File: config.mk
export PLATFORM = sky130hd
export DESIGN_NAME = bus_responder
export DESIGN_NICKNAME = d
export VERILOG_FILES = /design/src/rtl/bus_responder_pkg.sv /design/src/rtl/bus_sync.sv /design/src/rtl/bus_responder.sv
export SDC_FILE = /design/constraint.sdc
export NUM_CORES = 1
export LEC_CHECK = 0
export CORE_UTILIZATION = 61
export DETAILED_ROUTE_END_ITERATION = 7
export PLACE_DENSITY = 0.81
export SLEW_MARGIN = 20
export SYNTH_ARGS = -nofsm -noshare
export SYNTH_HDL_FRONTEND = slang
export SYNTH_SLANG_ARGS = --single-unit
File: constraint.sdc
create_clock -name clk -period 6.6 [get_ports clk]
set_input_delay 0.66 -clock clk [delete_from_list [all_inputs] [get_ports clk]]
set_output_delay 0.66 -clock clk [all_outputs]
set_load 0.005 [all_outputs]
File: src/rtl/bus_responder_pkg.sv
// Shared definitions for the bus_responder slave: FSM state encodings,
// the idle (inactive) level of the active-low strobes and default widths.
package bus_responder_pkg;

   localparam int   DEFAULT_DATA_W = 8;
   localparam int   DEFAULT_ADDR_W = 4;
   localparam logic STROBE_IDLE    = 1'b1;

   typedef enum logic [2:0] {
      ST_IDLE    = 3'b000,
      ST_ADDR    = 3'b001,
      ST_ADDR_OK = 3'b010,
      ST_WRITE   = 3'b011,
      ST_READ    = 3'b100,
      ST_ERR     = 3'b111
   } resp_state_e;

endpackage

File: src/rtl/bus_sync.sv
// Multi-stage flip-flop synchronizer for asynchronous pad inputs; the reset
// value is a parameter so strobes can come out of reset at their idle level.
module bus_sync #(
   parameter int               WIDTH     = 1,
   parameter int               STAGES    = 2,
   parameter logic [WIDTH-1:0] RESET_VAL = '0
) (
   input  logic             clk,
   input  logic             reset,
   input  logic [WIDTH-1:0] din,
   output logic [WIDTH-1:0] dout
);

   // Fewer than two stages would not give metastability protection.
   localparam int DEPTH = (STAGES < 2) ? 2 : STAGES;

   logic [WIDTH-1:0] stage_q [DEPTH];
   logic [WIDTH-1:0] stage_d [DEPTH];

   always_comb begin
      stage_d[0] = din;
      for (int i = 1; i < DEPTH; i++) begin
         stage_d[i] = stage_q[i-1];
      end
   end

   always_ff @(posedge clk or negedge reset) begin
      if (!reset) begin
         for (int i = 0; i < DEPTH; i++) begin
            stage_q[i] <= RESET_VAL;
         end
      end else begin
         for (int i = 0; i < DEPTH; i++) begin
            stage_q[i] <= stage_d[i];
         end
      end
   end

   assign dout = stage_q[DEPTH-1];

endmodule

File: src/rtl/bus_responder.sv
// Responder end of the multiplexed address/data strobe bus with an internal
// register file. Define BUS_RESP_PROTO_CHK_EN to add the sticky proto_err output.
module bus_responder
   import bus_responder_pkg::*;
#(
   parameter int DATA_W      = DEFAULT_DATA_W,
   parameter int ADDR_W      = DEFAULT_ADDR_W,
   parameter int SYNC_STAGES = 2
) (
   input  logic              clk,
   input  logic              reset,
   input  logic              CS,
   input  logic              RD,
   input  logic              WR,
   input  logic              AD,
   input  logic [DATA_W-1:0] bus_in,
   output logic [DATA_W-1:0] bus_out,
   output logic              bus_oe,
   output logic [2:0]        state,
   output logic              wr_pulse,
   output logic [ADDR_W-1:0] wr_addr,
   output logic [DATA_W-1:0] wr_data,
`ifdef BUS_RESP_PROTO_CHK_EN
   output logic              proto_err,
`endif
   input  logic [ADDR_W-1:0] host_addr,
   output logic [DATA_W-1:0] host_data
);

   localparam int DEPTH = 2 ** ADDR_W;

   logic              s_cs, s_rd, s_wr, s_ad;
   logic [DATA_W-1:0] s_bus;

   resp_state_e       state_q, state_d;
   logic [DATA_W-1:0] dreg_q, dreg_d;
   logic [ADDR_W-1:0] addr_q, addr_d;
   logic              in_range_q, in_range_d;
   logic [DATA_W-1:0] bus_out_q, bus_out_d;
   logic [DATA_W-1:0] regs_q [DEPTH];
   logic [DATA_W-1:0] regs_d [DEPTH];
   logic              commit;
   logic [DATA_W-1:0] read_val;

   // Strobes leave reset inactive so the FSM does not see a phantom address phase.
   bus_sync #(
      .WIDTH     (4),
      .STAGES    (SYNC_STAGES),
      .RESET_VAL ({STROBE_IDLE, STROBE_IDLE, STROBE_IDLE, 1'b0})
   ) u_sync_strobe (
      .clk   (clk),
      .reset (reset),
      .din   ({CS, RD, WR, AD}),
      .dout  ({s_cs, s_rd, s_wr, s_ad})
   );

   bus_sync #(
      .WIDTH     (DATA_W),
      .STAGES    (SYNC_STAGES),
      .RESET_VAL ('0)
   ) u_sync_bus (
      .clk   (clk),
      .reset (reset),
      .din   (bus_in),
      .dout  (s_bus)
   );

   always_ff @(posedge clk or negedge reset) begin
      if (!reset) begin
         state_q <= ST_IDLE;
      end else begin
         state_q <= state_d;
      end
   end

   always_comb begin
      state_d = state_q;
      case (state_q)
         ST_IDLE: begin
            if (!s_cs && !s_wr && !s_ad) begin
               state_d = ST_ADDR;
            end else if (!s_cs && s_ad) begin
               state_d = ST_ERR;
            end
         end
         ST_ADDR: begin
            if (s_wr) begin
               state_d = ST_ADDR_OK;
            end else if (s_cs) begin
               state_d = ST_IDLE;
            end
         end
         ST_ADDR_OK: begin
            if (!s_rd && !s_wr) begin
               state_d = ST_ERR;
            end else if (!s_cs && !s_ad && !s_wr) begin
               state_d = ST_ADDR;
            end else if (!s_cs && s_ad && !s_wr && s_rd) begin
               state_d = ST_WRITE;
            end else if (!s_cs && s_ad && !s_rd && s_wr) begin
               state_d = ST_READ;
            end
         end
         ST_WRITE: begin
            if (s_cs || s_wr) begin
               state_d = ST_IDLE;
            end
         end
         ST_READ: begin
            if (s_cs || s_rd) begin
               state_d = ST_IDLE;
            end
         end
         ST_ERR: begin
            if (s_cs && s_rd && s_wr) begin
               state_d = ST_IDLE;
            end
         end
         default: state_d = ST_IDLE;
      endcase
   end

   always_comb begin
      commit   = (state_q == ST_WRITE) && !s_cs && s_wr && in_range_q;
      read_val = in_range_q ? regs_q[addr_q] : '0;
      bus_oe   = (state_q == ST_READ) && !s_cs && !s_rd;
      bus_out  = bus_oe ? read_val : bus_out_q;
      wr_pulse = commit;
      wr_addr  = addr_q;
      wr_data  = dreg_q;
      state    = state_q;
   end

   // Address latches on the rising write strobe that closes the address phase.
   always_comb begin
      dreg_d     = s_wr ? dreg_q : s_bus;
      addr_d     = addr_q;
      in_range_d = in_range_q;
      if ((state_q == ST_ADDR) && s_wr) begin
         addr_d     = dreg_q[ADDR_W-1:0];
         in_range_d = (dreg_q[DATA_W-1:ADDR_W] == '0);
      end
      bus_out_d = bus_out;
      regs_d    = regs_q;
      if (commit) begin
         regs_d[addr_q] = dreg_q;
      end
   end

   always_ff @(posedge clk or negedge reset) begin
      if (!reset) begin
         dreg_q     <= '0;
         addr_q     <= '0;
         in_range_q <= 1'b0;
         bus_out_q  <= '0;
         for (int i = 0; i < DEPTH; i++) begin
            regs_q[i] <= '0;
         end
      end else begin
         dreg_q     <= dreg_d;
         addr_q     <= addr_d;
         in_range_q <= in_range_d;
         bus_out_q  <= bus_out_d;
         for (int i = 0; i < DEPTH; i++) begin
            regs_q[i] <= regs_d[i];
         end
      end
   end

   // A same-cycle bus commit becomes visible here only after the clock edge.
   assign host_data = regs_q[host_addr];

`ifdef BUS_RESP_PROTO_CHK_EN
   logic proto_err_q, proto_err_d;

   always_comb begin
      proto_err_d = proto_err_q;
      if ((state_d == ST_ERR) && (state_q != ST_ERR)) begin
         proto_err_d = 1'b1;
      end
      if (((state_q == ST_WRITE) || (state_q == ST_READ)) && !in_range_q) begin
         proto_err_d = 1'b1;
      end
   end

   always_ff @(posedge clk or negedge reset) begin
      if (!reset) begin
         proto_err_q <= 1'b0;
      end else begin
         proto_err_q <= proto_err_d;
      end
   end

   assign proto_err = proto_err_q;
`endif

endmodule

After elaboration in Yosys (flattened, before gate mapping)
Cells that the tools add are included.
{"block": "totals", "register_bits": 176, "in_bits": 18, "output_inout_bits": 33, "wordCells": 92}
{"block": "classes", "magnitude_cmp": 3, "eq_ne": 11, "n_mux": 23, "bitwise": 2, "reduce_logical": 28}
{"cell": "$bwmux 128", "n": 1}
{"cell": "$bmux 8 s4", "n": 2}
{"cell": "$mux 8", "n": 7}
{"cell": "$mux 3", "n": 11}
{"cell": "$demux 8 s4", "n": 1}
{"cell": "$logic_and 1x1->1", "n": 19}
{"cell": "$pmux 3 s6", "n": 1}
{"cell": "$ge 5x5->1 const B", "n": 2}
{"cell": "$not 4->5", "n": 2}
{"cell": "$eq 3x2->1 const B", "n": 2}
{"cell": "$eq 3x3->1 const B", "n": 2}
{"cell": "$ne 2x2->1 const B", "n": 3}
{"cell": "$reduce_and 6->1", "n": 1}
{"cell": "$lt 5x1->1 const B", "n": 1}
{"cell": "$ne 5x5->1 const B", "n": 1}
{"cell": "$logic_not 1->1", "n": 4}
{"cell": "$logic_not 4->1", "n": 1}
{"cell": "$eq 3x1->1 const B", "n": 1}
{"cell": "$logic_not 3->1", "n": 1}
{"cell": "$ne 3x1->1 const B", "n": 1}
{"cell": "$ne 3x3->1 const B", "n": 1}
{"cell": "$logic_or 1x1->1", "n": 2}

Logic depth before layout (Yosys ltp)
{"block": "depth", "depth_word": 9, "depth_mapped": 7}

Hierarchy
From an unflattened synthesis, not the netlist that was laid out.
{"block": "unflattened", "hier_cells": 521, "area_unflattened_um2": 8488.1}
{"module": "bus_responder", "instances": 1, "cells_each": 497, "area_per_inst_um2": 7880.1}
{"module": "bus_sync (u_sync_bus)", "instances": 1, "cells_each": 16, "area_per_inst_um2": 400.4}
{"module": "bus_sync (u_sync_strobe)", "instances": 1, "cells_each": 8, "area_per_inst_um2": 207.7}

Worst setup path after synthesis
Ideal clock, no wire load.
{"block": "synth_path", "path_kind": "input to output", "from": "input host_addr[0]", "to": "output host_data[0]", "arrival_ns": 2.173, "setup_slack_ns": 3.767, "cell_stages": 4, "cell_sequence": "clkbuf_1 buf_2 mux4_2 mux4_2"}
{"block": "synth_between", "elab_chain_len": 4}
{"element": "start: declaration", "line": "bus_responder.sv:26", "text": "input logic [ADDR_W-1:0] host_addr,"}
{"element": "$not 4->5 (not written as such)", "line": "bus_responder.sv:171", "text": "assign host_data = regs_q[host_addr];"}
{"element": "$bmux 8 s4", "line": "bus_responder.sv:171"}
{"element": "$mux 8 (not written as such) (2 in a row)", "line": "bus_responder.sv:171"}
{"element": "end: declaration", "line": "bus_responder.sv:27", "text": "output logic [DATA_W-1:0] host_data"}
No other way between the ends. The select of a mux whose other input is x is not followed.

Worst setup path in the final report
{"block": "layout_path", "from": "register addr_q[0], in the netlist wr_addr[0]", "to": "output bus_out[2]"}
{"block": "layout_between", "elab_chain_len": 6}
{"element": "start: declaration", "line": "bus_responder.sv:37", "text": "logic [ADDR_W-1:0] addr_q, addr_d;"}
{"element": "start signal: assignment", "line": "bus_responder.sv:161", "text": "addr_q <= addr_d;"}
{"element": "$not 4->5 (not written as such)", "line": "bus_responder.sv:125", "text": "read_val = in_range_q ? regs_q[addr_q] : '0;"}
{"element": "$bmux 8 s4", "line": "bus_responder.sv:125"}
{"element": "$mux 8 (not written as such) (2 in a row)", "line": "bus_responder.sv:125"}
{"element": "$mux 8", "line": "bus_responder.sv:125"}
{"element": "$mux 8", "line": "bus_responder.sv:127", "text": "bus_out = bus_oe ? read_val : bus_out_q;"}
{"element": "end: declaration", "line": "bus_responder.sv:17", "text": "output logic [DATA_W-1:0] bus_out,"}
No other way between the ends. The select of a mux whose other input is x is not followed.

==> impl_results.md <==
* Status: finished, final reports clean
* Wire per inst at between 20 and 30 um
* Full die area at roughly 14000 sq um
* Global-route wire length before repair at between 30000 and 40000 um
* Nature of the critical path endpoint: primary output
* Synth top area cells: dfrtp_1 50%, mux2_2 20%, mux4_2 19%, dfstp_2 1.9%, nand2_1 1.2%
* CP arrival at about 3.6 ns
* Warnings from Yosys at 0
* Most frequently used flop master after synthesis: dfrtp_1
* Final TNS setup at 0 ns
* Clock Sinks at around 180
* Cell type with the highest aggregate area in the netlist: dfrtp_1
* Sum of net half-perimeters after detailed placement at 11600 um
* Slew margin rel. at a little over a third
* Setup repair after global routing missed its margin: false
* Synthesis-to-finish area growth at 14.9%
* CTS tree: built
* Cell area after synthesis at 8470 sq um
* Final Net Count at ~590
* Switch share at between 20% and 30%
* Critical path cell sequence: buf_4, mux4_2, mux2_2, o21ai_0, o21ai_0, clkdlybuf4s50_1
* End of the worst register-to-register path: regs_q[103]
* Worst hold path class: input pin to asynchronous set/reset pin
* Worst reg2reg setup slack at between 3 and 4 ns
* Die Span Y at between 100 and 150 um
* Setup-failing EPs final at 0
* Share of synthesized flip-flops with an asynchronous set or reset at 100%
* GPL Wtd Cong at around 0.81
* Violation count after the first detailed-route iteration at between 400 and 500
* Row Count at 42
* Nature of the critical path startpoint: flip-flop
* Cell with the biggest individual delay on the critical path: dfrtp_2
* Gr usage total at 29.6%
* Total detailed-routing wirelength at approximately 19000 um
* MaxCap Viol Count at 0
* Pwr Density at 321 nW/um^2
* Final hold slack at about 0.34 ns
* Count of endpoints failing hold in the final timing report at 0
* Skew-Pair Late Insertion Delay at between 0.4 and 0.5 ns
* Data required, critical path at 5.94 ns
* Post-synth EDFFs at 0
* Chip width at ~120 um
* Leakage power summed over all cells at roughly 4.4 nW
* Worst reg2reg path startpoint: u_sync_strobe.dout[1]
* Number of slew-limit violations in the final report at 0
* Input/output buffers at 50
* I/O pins at 51
* Clk buf depth at 2
* Total number of H-tree levels at 4
* DRC Markers at 0
* Number of hold-repair buffers added at the cts stage at 0
* Area share of the largest cell type after synthesis at between 50% and 60%
* Worst path most repeated cell: o21ai_0
* Critical path type: flip-flop to primary output
* Std-Cell Core Area at ~13000 sq um
* Max frequency at about 240 MHz
* Clock Tree Root: clkbuf_16
* Area of all sequential standard cells at 4410 sq um
* Number of cells on the worst reg-to-reg path at 5
* Post-synthesis net count at about 560
* Post-route total power at 3.13 mW
* Cells after Synth at roughly 540
* Final critical-path share of the clock period at between 60% and 70%
* Via count at about 5000
* Power share of the combinational group at between 20% and 30%
* Measured slew at the worst slew-check pin at slightly below 1 ns
* Unique cell type count in the Yosys netlist at 33
* Switching power summed over all nets at 877 uW
* Min Tclk post-route at roughly 4.2 ns
* Largest incremental delay on the critical path at 0.66 ns
* Sequential element share of the synthesized area at a little over half
* Antenna viol nets, final at 0
* Vias/cell at ~6.6
* Multi-input combinational cell area at just under 4000 sq um
* Cell Int Power at about 2.3 mW
* Filler Cells Inserted at 849
* Number of resized instances in the post-cts repair step at 0
* Ant. Diodes at 0
* Effective utilization at floorplan at 63.2%
* Share of cells above drive strength 1 at between 40% and 50%
* Most common cell after layout, fill and taps aside: dfrtp_1
* Via count of the first global-routing pass at approximately 5400
* Fin Clk Skew at about 0.0085 ns
* Worst-case vdd ir drop at approximately 0.22 mV
* Number of buffers inserted during clock tree synthesis at 17
* Clock share of power at a little over a third
* Avg Cell Area, Syn at 15.7 sq um
* Portion of total power attributed to sequential cells at 43.2%
* Largest net degree at the start of global routing at 107
* CTS clk-pin slew, worst paths at ~0.060 ns
* Post-CTS repair timing setup buffer count at 0
* Aggregate global routing overflow at 0
* Flops & latches, synth at about 180
* Antenna violations before repair at 0
* Leading cell types in the layout, fill and taps excluded: 169 x dfrtp_1, 149 x mux2_2, 72 x mux4_2
* Worst-path maximum fanout at 28
* Detailed Routing Iterations Pass 1 at 4
cell families (layout without fill, tap and decap cells):
logic type / Yosys count / after routing / share of synthesized area (%)
muxes: 230 / 230 / 40.0
DFF: 176 / 176 / 52.1
and+or+nand+nor: 58 / 58 / 3.85
buffers and inverters: 45 / 94 / 2.10
AOI/OAI and AO/OA: 30 / 30 / 1.98
power groups by stage:
stage,Sequential [mW],Combinational [mW],Clock [mW]
6_report,1.35,0.680,1.10
5_1_grt,1.37,0.733,1.16
4_1_cts,1.35,0.684,1.12
3_5_place_dp,1.37,0.675,0
3_3_place_gp,1.35,0.657,0
2_1_floorplan,1.27,0.520,0
sequential cells by signal, summed over array words and instances, names as in the netlist:
register	count
wr_data	8
u_sync_bus.dout	8
regs_q	128
bus_out_q	8
state	3
u_sync_bus.stage_d	8
u_sync_strobe.dout	4
wr_addr	4
in_range_q	1
u_sync_strobe.stage_d	4
critical path: cells and delay by family (launching register included):
family | cells | cell delay, ns
DFF | 1 | 0.66
muxes | 2 | 0.86
AOI/OAI and AO/OA | 2 | 0.60
buffers and inverters | 2 | 1.01
area by class of cell:
| class | instances | area share (%) |
|---|---|---|
| inverter | 6 | 0.231 |
| tap | 176 | 2.26 |
| multi-input combinational | 318 | 39.9 |
| timing repair buffer | 56 | 5.59 |
| clock inverter | 9 | 1.85 |
| sequential | 176 | 45.3 |
| clock buffer | 23 | 4.81 |
cells in the mapped netlist (2+ instances only):
master    count
a21oi_1       6
buf_1        12
buf_2         6
clkbuf_1     20
dfrtp_1     170
dfstp_2       6
inv_1         6
mux2_2      149
mux2i_1       9
mux4_2       72
nand2_1      26
nand2_2       6
nand2b_1      2
nand3_1       2
nand3_2       2
nor2_1        7
nor2b_1       2
nor3b_4       2
nor4_1        2
o211ai_1      2
o21ai_0      18
through the flow:
stage	worst slack [ns]	cells	instance area, sq um	utilization, %
5_1_grt	2.15	764	9730	72.6
2_1_floorplan	3.77	539	8470	-
6_report	2.38	764	9730	72.6
3_3_place_gp	2.80	732	9080	67.8
4_1_cts	2.34	764	9730	72.6
3_5_place_dp	2.80	732	9080	67.8
worst max-delay path by stage:
| stage | to | startpoint | slack [ns] |
|---|---|---|---|
| global route | bus_out[2] | wr_addr[0] | 2.15 |
| global placement | host_data[5] | host_addr[0] | 2.80 |
| finish | bus_out[2] | wr_addr[0] | 2.38 |
| detailed placement | host_data[5] | host_addr[0] | 2.80 |
| floorplan | host_data[0] | host_addr[0] | 3.77 |
| CTS | bus_out[2] | wr_addr[0] | 2.34 |
routing by layer:
| metal | part of all wire (%) | track usage, % | vias up |
|---|---|---|---|
| met2 | 51 | 47.0 | 206 |
| met3 | 9.1 | 6.61 | 31 |
| met4 | 2.1 | 13.2 | 0 |
| met5 | 0 | 0 | - |
| met1 | 38 | 39.5 | 2678 |
| li1 | - | - | 2119 |
(Power assumes the default switching activity.)
